**src/rtl/crypto_arbiter.sv**
```systemverilog
// Round-robin arbiter sharing one crypto core between two requesters, with a watchdog that aborts hung ops.
// Grant/enable one cycle after a sampled request; requests simply wait while busy; done/err are one-cycle pulses.
module crypto_arbiter #(
    parameter logic [15:0] TIMEOUT = 16'd1000
) (
    input  logic       clk,
    input  logic       n_rst,
    input  logic [1:0] req,
    input  logic [1:0] req_e_or_d,
    input  logic [1:0] irq_resp_in,
    input  logic       core_ready,
    input  logic       core_irq,
    output logic       core_enable,
    output logic       core_e_or_d,
    output logic       core_irq_resp,
    output logic       core_abort,
    output logic [1:0] grant,
    output logic [1:0] irq_out,
    output logic [1:0] done,
    output logic [1:0] err,
    output logic       busy
);

    typedef enum logic [2:0] {
        IDLE,
        LAUNCH,
        RUN,
        RELEASE,
        ABORT
    } state_t;

    state_t      r_state;
    logic [1:0]  r_grant;
    logic [1:0]  r_done;
    logic [1:0]  r_err;
    logic        r_last;
    logic        r_en;
    logic        r_mode;
    logic        r_abort;
    logic [15:0] r_cnt;

    logic [1:0]  w_win;
    logic        w_timeout;

    // r_last records the index of the previous winner; a tie goes to the other one.
    always_comb begin
        w_win = 2'b00;
        case (req)
            2'b01:   w_win = 2'b01;
            2'b10:   w_win = 2'b10;
            2'b11:   w_win = r_last ? 2'b01 : 2'b10;
            default: w_win = 2'b00;
        endcase
    end

    assign w_timeout = (r_cnt == TIMEOUT);

    always_ff @(posedge clk) begin
        if (!n_rst) begin
            r_state <= IDLE;
            r_grant <= 2'b00;
            r_done  <= 2'b00;
            r_err   <= 2'b00;
            r_last  <= 1'b1;
            r_en    <= 1'b0;
            r_mode  <= 1'b0;
            r_abort <= 1'b0;
            r_cnt   <= 16'd0;
        end else begin
            r_done  <= 2'b00;
            r_err   <= 2'b00;
            r_abort <= 1'b0;
            case (r_state)
                IDLE: begin
                    if ((req != 2'b00) && core_ready) begin
                        r_grant <= w_win;
                        r_last  <= w_win[1];
                        r_mode  <= |(req_e_or_d & w_win);
                        r_en    <= 1'b1;
                        r_cnt   <= 16'd0;
                        r_state <= LAUNCH;
                    end
                end
                LAUNCH, RUN: begin
                    // Cycles spent waiting on the core's interrupt are not charged to the watchdog.
                    if (!core_irq && (r_cnt != 16'hFFFF)) begin
                        r_cnt <= r_cnt + 16'd1;
                    end
                    if (w_timeout) begin
                        r_en    <= 1'b0;
                        r_abort <= 1'b1;
                        r_err   <= r_grant;
                        r_state <= ABORT;
                    end else if ((r_state == LAUNCH) && !core_ready) begin
                        r_state <= RUN;
                    end else if ((r_state == RUN) && core_ready) begin
                        r_en    <= 1'b0;
                        r_done  <= r_grant;
                        r_state <= RELEASE;
                    end
                end
                RELEASE, ABORT: begin
                    r_grant <= 2'b00;
                    r_mode  <= 1'b0;
                    r_state <= IDLE;
                end
                default: begin
                    r_grant <= 2'b00;
                    r_en    <= 1'b0;
                    r_state <= IDLE;
                end
            endcase
        end
    end

    assign core_enable   = r_en;
    assign core_e_or_d   = r_mode;
    assign core_abort    = r_abort;
    assign grant         = r_grant;
    assign done          = r_done;
    assign err           = r_err;
    assign busy          = (r_state != IDLE);
    assign irq_out       = r_grant & {2{core_irq}};
    assign core_irq_resp = |(r_grant & irq_resp_in);

endmodule

```
**config.mk**
```make
export PLATFORM = sky130hd
export DESIGN_NAME = crypto_arbiter
export DESIGN_NICKNAME = d
export VERILOG_FILES = /design/src/rtl/crypto_arbiter.sv
export SDC_FILE = /design/constraint.sdc
export NUM_CORES = 1
export LEC_CHECK = 0
export ABC_AREA = 0
export BUFFER_PORTS_ARGS = -buffer_cell sky130_fd_sc_hd__buf_2
export CAP_MARGIN = 40
export CORE_MARGIN = 1
export CORE_UTILIZATION = 55
export CTS_CLUSTER_SIZE = 8
export DETAILED_ROUTE_END_ITERATION = 8
export MAX_ROUTING_LAYER = met4
export PLACE_DENSITY = 0.75
export SLEW_MARGIN = 20
export SYNTH_ARGS = -nofsm -noshare
export SYNTH_HDL_FRONTEND = slang
export SYNTH_SLANG_ARGS = --single-unit
```
**constraint.sdc**
```tcl
create_clock -name clk -period 2.51 [get_ports clk]
set_input_delay 0.251 -clock clk [delete_from_list [all_inputs] [get_ports clk]]
set_output_delay 0.251 -clock clk [all_outputs]
set_load 0.02 [all_outputs]
```
### Word level (Yosys, flattened, before mapping)

Cells that the tools add are included.

* add/subtract/negate cells: 1
* $mul: 0
* div/mod/pow operators: 0
* order comparisons: 0
* eq/ne operators: 14
* shift-type cells: 0
* multiplexer cells: 20
* bitwise logic cells: 7
* reductions and logical operators: 24

Operator list (number)
* $mux 16: 2
* $pmux 16 s2: 1
* $add 16x1->16 const B: 1
* $eq 16x10->1 const B: 1
* $ne 16x16->1 const B: 1
* $mux 3: 4
* $reduce_and 2->1: 5
* $reduce_or 2->1: 4
* $and 2x2->2: 3
* $eq 3x2->1 const B: 2
* $mux 1: 6
* $ne 3x3->1 const B: 2
* $pmux 2 s3: 1
* $pmux 3 s2: 1
* $reduce_and 3->1: 2
* $reduce_bool 2->1: 3
* $reduce_or 5->1: 1
* $eq 2x2->1 const B: 2
* $logic_and 1x1->1: 4
* $mux 2: 2
* $ne 2x2->1 const B: 2
* $ne 4x4->1 const B: 1
* $not 1->1: 4
* $pmux 2 s2: 1
* other kinds (9): 10

* flip-flop bits (word level): 29
* latch bits: 0
* memory bits (writable): 0
* bits in read-only memories: 0
* input port bits: 10
* logic and storage cells: 75
* memories: 0

### Logic depth before layout (Yosys ltp)

* depth in word-level cells: 6
* mapped depth: 7
* depth with buffers taken out: 7

### Worst setup path after synthesis

OpenSTA, ideal clock, no wires.

* path kind: register to register
* start point: register r_cnt[0]
* end point: register r_cnt[10]
* setup time: 119 ps
* data arrival time: 1772 ps
* data required time: 2391 ps
* slack: 619 ps
* stages on the path, launching flop included: 7
* path buffers: 0
* cells stage by stage: dfxtp_1 > ha_1 > nand4_1 > or4b_4 > o21ai_4 > nor2_1 > o221a_1

* cells in the longest elaborated chain, start to end: 4

RTL lines
* from (decl): RTL line 40 `logic [15:0] r_cnt;`
* from (signal assigned): RTL line 87 `r_cnt <= r_cnt + 16'd1;`
* branches (longest 4 deep; another with $add 16x1->16)

Parallel ways; which one is timed is not known. The select of a mux whose other input is x is not followed.
A chain may end at the register's enable or synchronous reset.

### Worst setup path after layout

* start point: register r_cnt[0]
* end point: register r_cnt[8]

Same word-level chain as after synthesis.

==> results.md <==
- The run finished with clean final reports.
- The post-layout utilization of the core is 0.681.
- The layout has 217 filler cells.
- The maximum clock skew at final layout is 0.00444 ns.
- The worst register-to-register path has a depth of 6.
- The number of nets produced by synthesis is approximately 200.
- In this run the register-to-register setup slack is 0.28 ns.
- The initial antenna violation count came to 0.
- Summed over all cells, the static leakage comes to between 0.6 and 0.7 nW.
- Once the clock tree was built, the resizer swapped 0 gates to a different size.
- The buffer count from post-CTS setup fixing is 0.
- The worst hold slack is 0.227 ns.
- Among cell families on the critical path, the largest total delay comes from simple AND/OR/NAND/NOR gates.
- The largest buffer count on any clock path is 2.
- The startpoint identified for the worst hold timing path is req[1].
- For the worst setup path, the data arrival time is 2.47 ns.
- The sort of element at the start of the critical path is a flop.
- In this run, distinct cell masters in the synthesized netlist total 48.
- The global-route wire length before repair is 5640 um.
- The hold violation total from the final report is 0.
- The total I/O pin count is 23.
- The die covers roughly 3000 um2.
- In this run the vertical extent of the chip is 54.7 um.
- The width of the die is 54.7 um.
- The count of pins over their slew limit was 0.
- The average cell area after synthesis is roughly 8 um2.
- The clock insertion delay at the later pin of the skew report is 0.33 ns.
- The repair_antennas step left the layout with diodes totalling 0.
- The number of global-route vias before repair was 1,271.
- Summed over all layers, the global routing overflow is 0.
- For the pin with the worst max-slew slack, the measured transition is around 0.66 ns.
- The final setup TNS is 0 ns.
- STA puts the critical path data required time at 2.74 ns.
- Yosys printed 0 warnings.
- After detailed routing, the number of vias per cell comes to 5.97.
- The endpoint identified for the worst register-to-register timing path is r_cnt[8].
- The sink of the worst hold path is grant[1].
- The capturing element type of the critical path is a flop.
- The synthesized netlist occupies a cell area of 1530 um2.
- The leading area contributor after synthesis is dfxtp_1.
- After synthesis the netlist holds a flip-flop and latch count of 29.
- The commonest cells after synthesis are dfxtp_1, nand2_1, nor2_1.
- The root cell of the clock tree is clkbuf_4.
- The tightest min-delay check is of the in2reg type.
- The core region is 2540 um2.
- In the post-synthesis netlist, the biggest area contributors are dfxtp_1, nand2_1, o21ai_0, nor2_1, a21oi_1.
- The kind of critical path is reg2reg.
- After detailed routing, the total wire length is 3430 um.
- TritonCTS created 5 clock buffers.
- The HPWL reported at the end of detailed placement is 2430 um.
- The quantity of I/O buffers inserted on ports is 22.
- In this run the remaining antenna-violating nets after routing total 0.
- The proportion of register bits with asynchronous set or reset after synthesis is 0.
- The clock sink count is 29.
- The layout overhead on the synthesized area is 13.4%.
- The first detailed-routing pass ran for 4 iterations.
- In the post-synthesis netlist, the cell with the most instances is dfxtp_1.
- The total routing usage reported by global routing is 0.279.
- Routability-driven placement finished with a final weighted congestion of 0.836.
- In this run, the number of DRC markers left after iteration 0 of detailed routing was 36.
- The flip-flop cell with the highest count after synthesis is dfxtp_1.
- The final routed DRC violation total is 0.
- In the final layout, the share of cells above drive strength 1 is 0.188.
- The peak fanout along the critical path is 17.
- The starting utilization of the core area is 0.600.
- The cts-stage hold buffer count is 0.
- The worst-case vdd ir drop is between 0.5 and 0.6 mV.
- The power per unit of standard cell area is 650 nW/um2.
- In the finished design, the share of the clock period the worst path needs comes to 0.890.
- The total buffers and inverters traversed by the critical path is 0.
- The number of H-tree branching levels is 2.
- Walking the worst path, the cells encountered are ha_1 > nand4_1 > or4b_4 > o21ai_4 > nor3_1 > o221a_2.
- The number of cells produced by synthesis is around 190.
- The routed length per instance is roughly 14 um.
- Setup violations remaining at the end of the flow were counted as 0.
- The via total after detailed routing is 1,421.
- In the final design database the tool counted 219 nets.
- Of the post-synthesis cell area, the dominant cell type holds 0.380.
- The cell with the largest stage delay on the worst path is or4b_4.
- Clock-pin slew was measured on the worst setup and hold paths at 0.10 ns.
- Setup repair after global routing left no endpoint under its margin.
- For this run, the slowest stage of the critical path takes 0.57 ns.
- Entering global routing, the biggest net connects 20 pins.
- Excluding fillers, the count of instances in the completed layout stands at 238.
- The number of violations of the max-capacitance limit is 0.
- Along the worst hold path, the cell count comes to 3.
- The CTS tree is yes.
- The maximum clock frequency is 447 MHz.
- Measured against its own limit, the worst slew margin works out to 0.556.
- The initialized floorplan defines 18 standard-cell rows.
- The start of the worst register-to-register path is r_cnt[0].
- The number of placed instances with taps included is 230.
- For this run, the register share of the synthesized area comes to 0.380.
- The number of synthesized flops with an enable pin is 0.
- The clock period minus final worst setup slack is between 2 and 2.5 ns.
## flip-flops by register name, summed over array words and instances, names as in the netlist
register,count
core_e_or_d,1
r_state,3
grant,2
err,2
r_last,1
done,2
r_cnt,16
core_abort,1
core_enable,1
## report_power, final
part / total, mW / switching, mW / leakage [nW] / internal [mW]
Clock: 0.486 / 0.178 / 0.0552 / 0.308
Combinational: 0.157 / 0.102 / 0.353 / 0.0543
Sequential: 0.484 / 0.0127 / 0.235 / 0.471
## cell usage in the layout (no fill, tap or decap), types with 3 or more instances in the layout
cell,Yosys,layout
dfxtp_1,29,29
o21ai_0,13,13
nor3_1,6,6
o221a_1,4,4
nor2b_1,3,3
buf_2,0,22
nand2b_1,4,4
or3_1,3,3
a21oi_1,11,11
nand3_1,11,11
clkbuf_4,0,5
inv_1,6,6
nand4_1,5,5
nand2_1,22,22
nor2_1,15,15
nand4b_1,3,3
## stage by stage
stage / setup WS (ns) / area (um2) / power (mW)
detailed placement: 0.288 / 1630 / 0.649
floorplan: 0.619 / 1530 / 0.610
CTS: 0.272 / 1730 / 1.13
global placement: 0.382 / 1630 / 0.646
global route: 0.104 / 1730 / 1.16
finish: 0.275 / 1730 / 1.13
## layer usage
layer  wire length [um]  up-vias  GRT usage
li1                   -      727          -
met4                 48        0      0.132
met1               1680      649      0.365
met3                216        4     0.0583
met5                  0        -          -
met2               1490       41      0.406
## how the worst max path moves through the flow
stage / endpoint / cells past startpoint / start
2_1_floorplan: r_cnt[10] / 6 / r_cnt[0]
3_3_place_gp: r_cnt[8] / 6 / r_cnt[0]
3_5_place_dp: r_cnt[8] / 6 / r_cnt[0]
4_1_cts: r_cnt[8] / 6 / r_cnt[0]
5_1_grt: r_cnt[8] / 6 / r_cnt[1]
6_report: r_cnt[8] / 6 / r_cnt[0]
## worst reg2reg max path, stage by stage, from the launching register on
cell,delay [ns]
dfxtp_1,0.40
ha_1,0.24
nand4_1,0.14
or4b_4,0.57
o21ai_4,0.42
nor3_1,0.10
o221a_2,0.26
## cells by family after synthesis
kind of cell | synth area share
XOR/XNOR | 0.00573
AND/OR/NAND/NOR | 0.320
AO/OA/AOI/OAI | 0.213
adder cells (fa/ha/maj) | 0.0295
flip-flops | 0.380
buffers and inverters | 0.0516
## layout make-up
type	count	area, um2	area share
well taps	30	37.5	0.0217
flip-flops and latches	29	581	0.335
clock inverters	3	65.1	0.0375
multi-input cells	141	868	0.501
repair buffers	23	118	0.0679
inverters	7	26.3	0.0152
clock buffers	5	37.5	0.0217
Power figures use the tool's default switching activity.
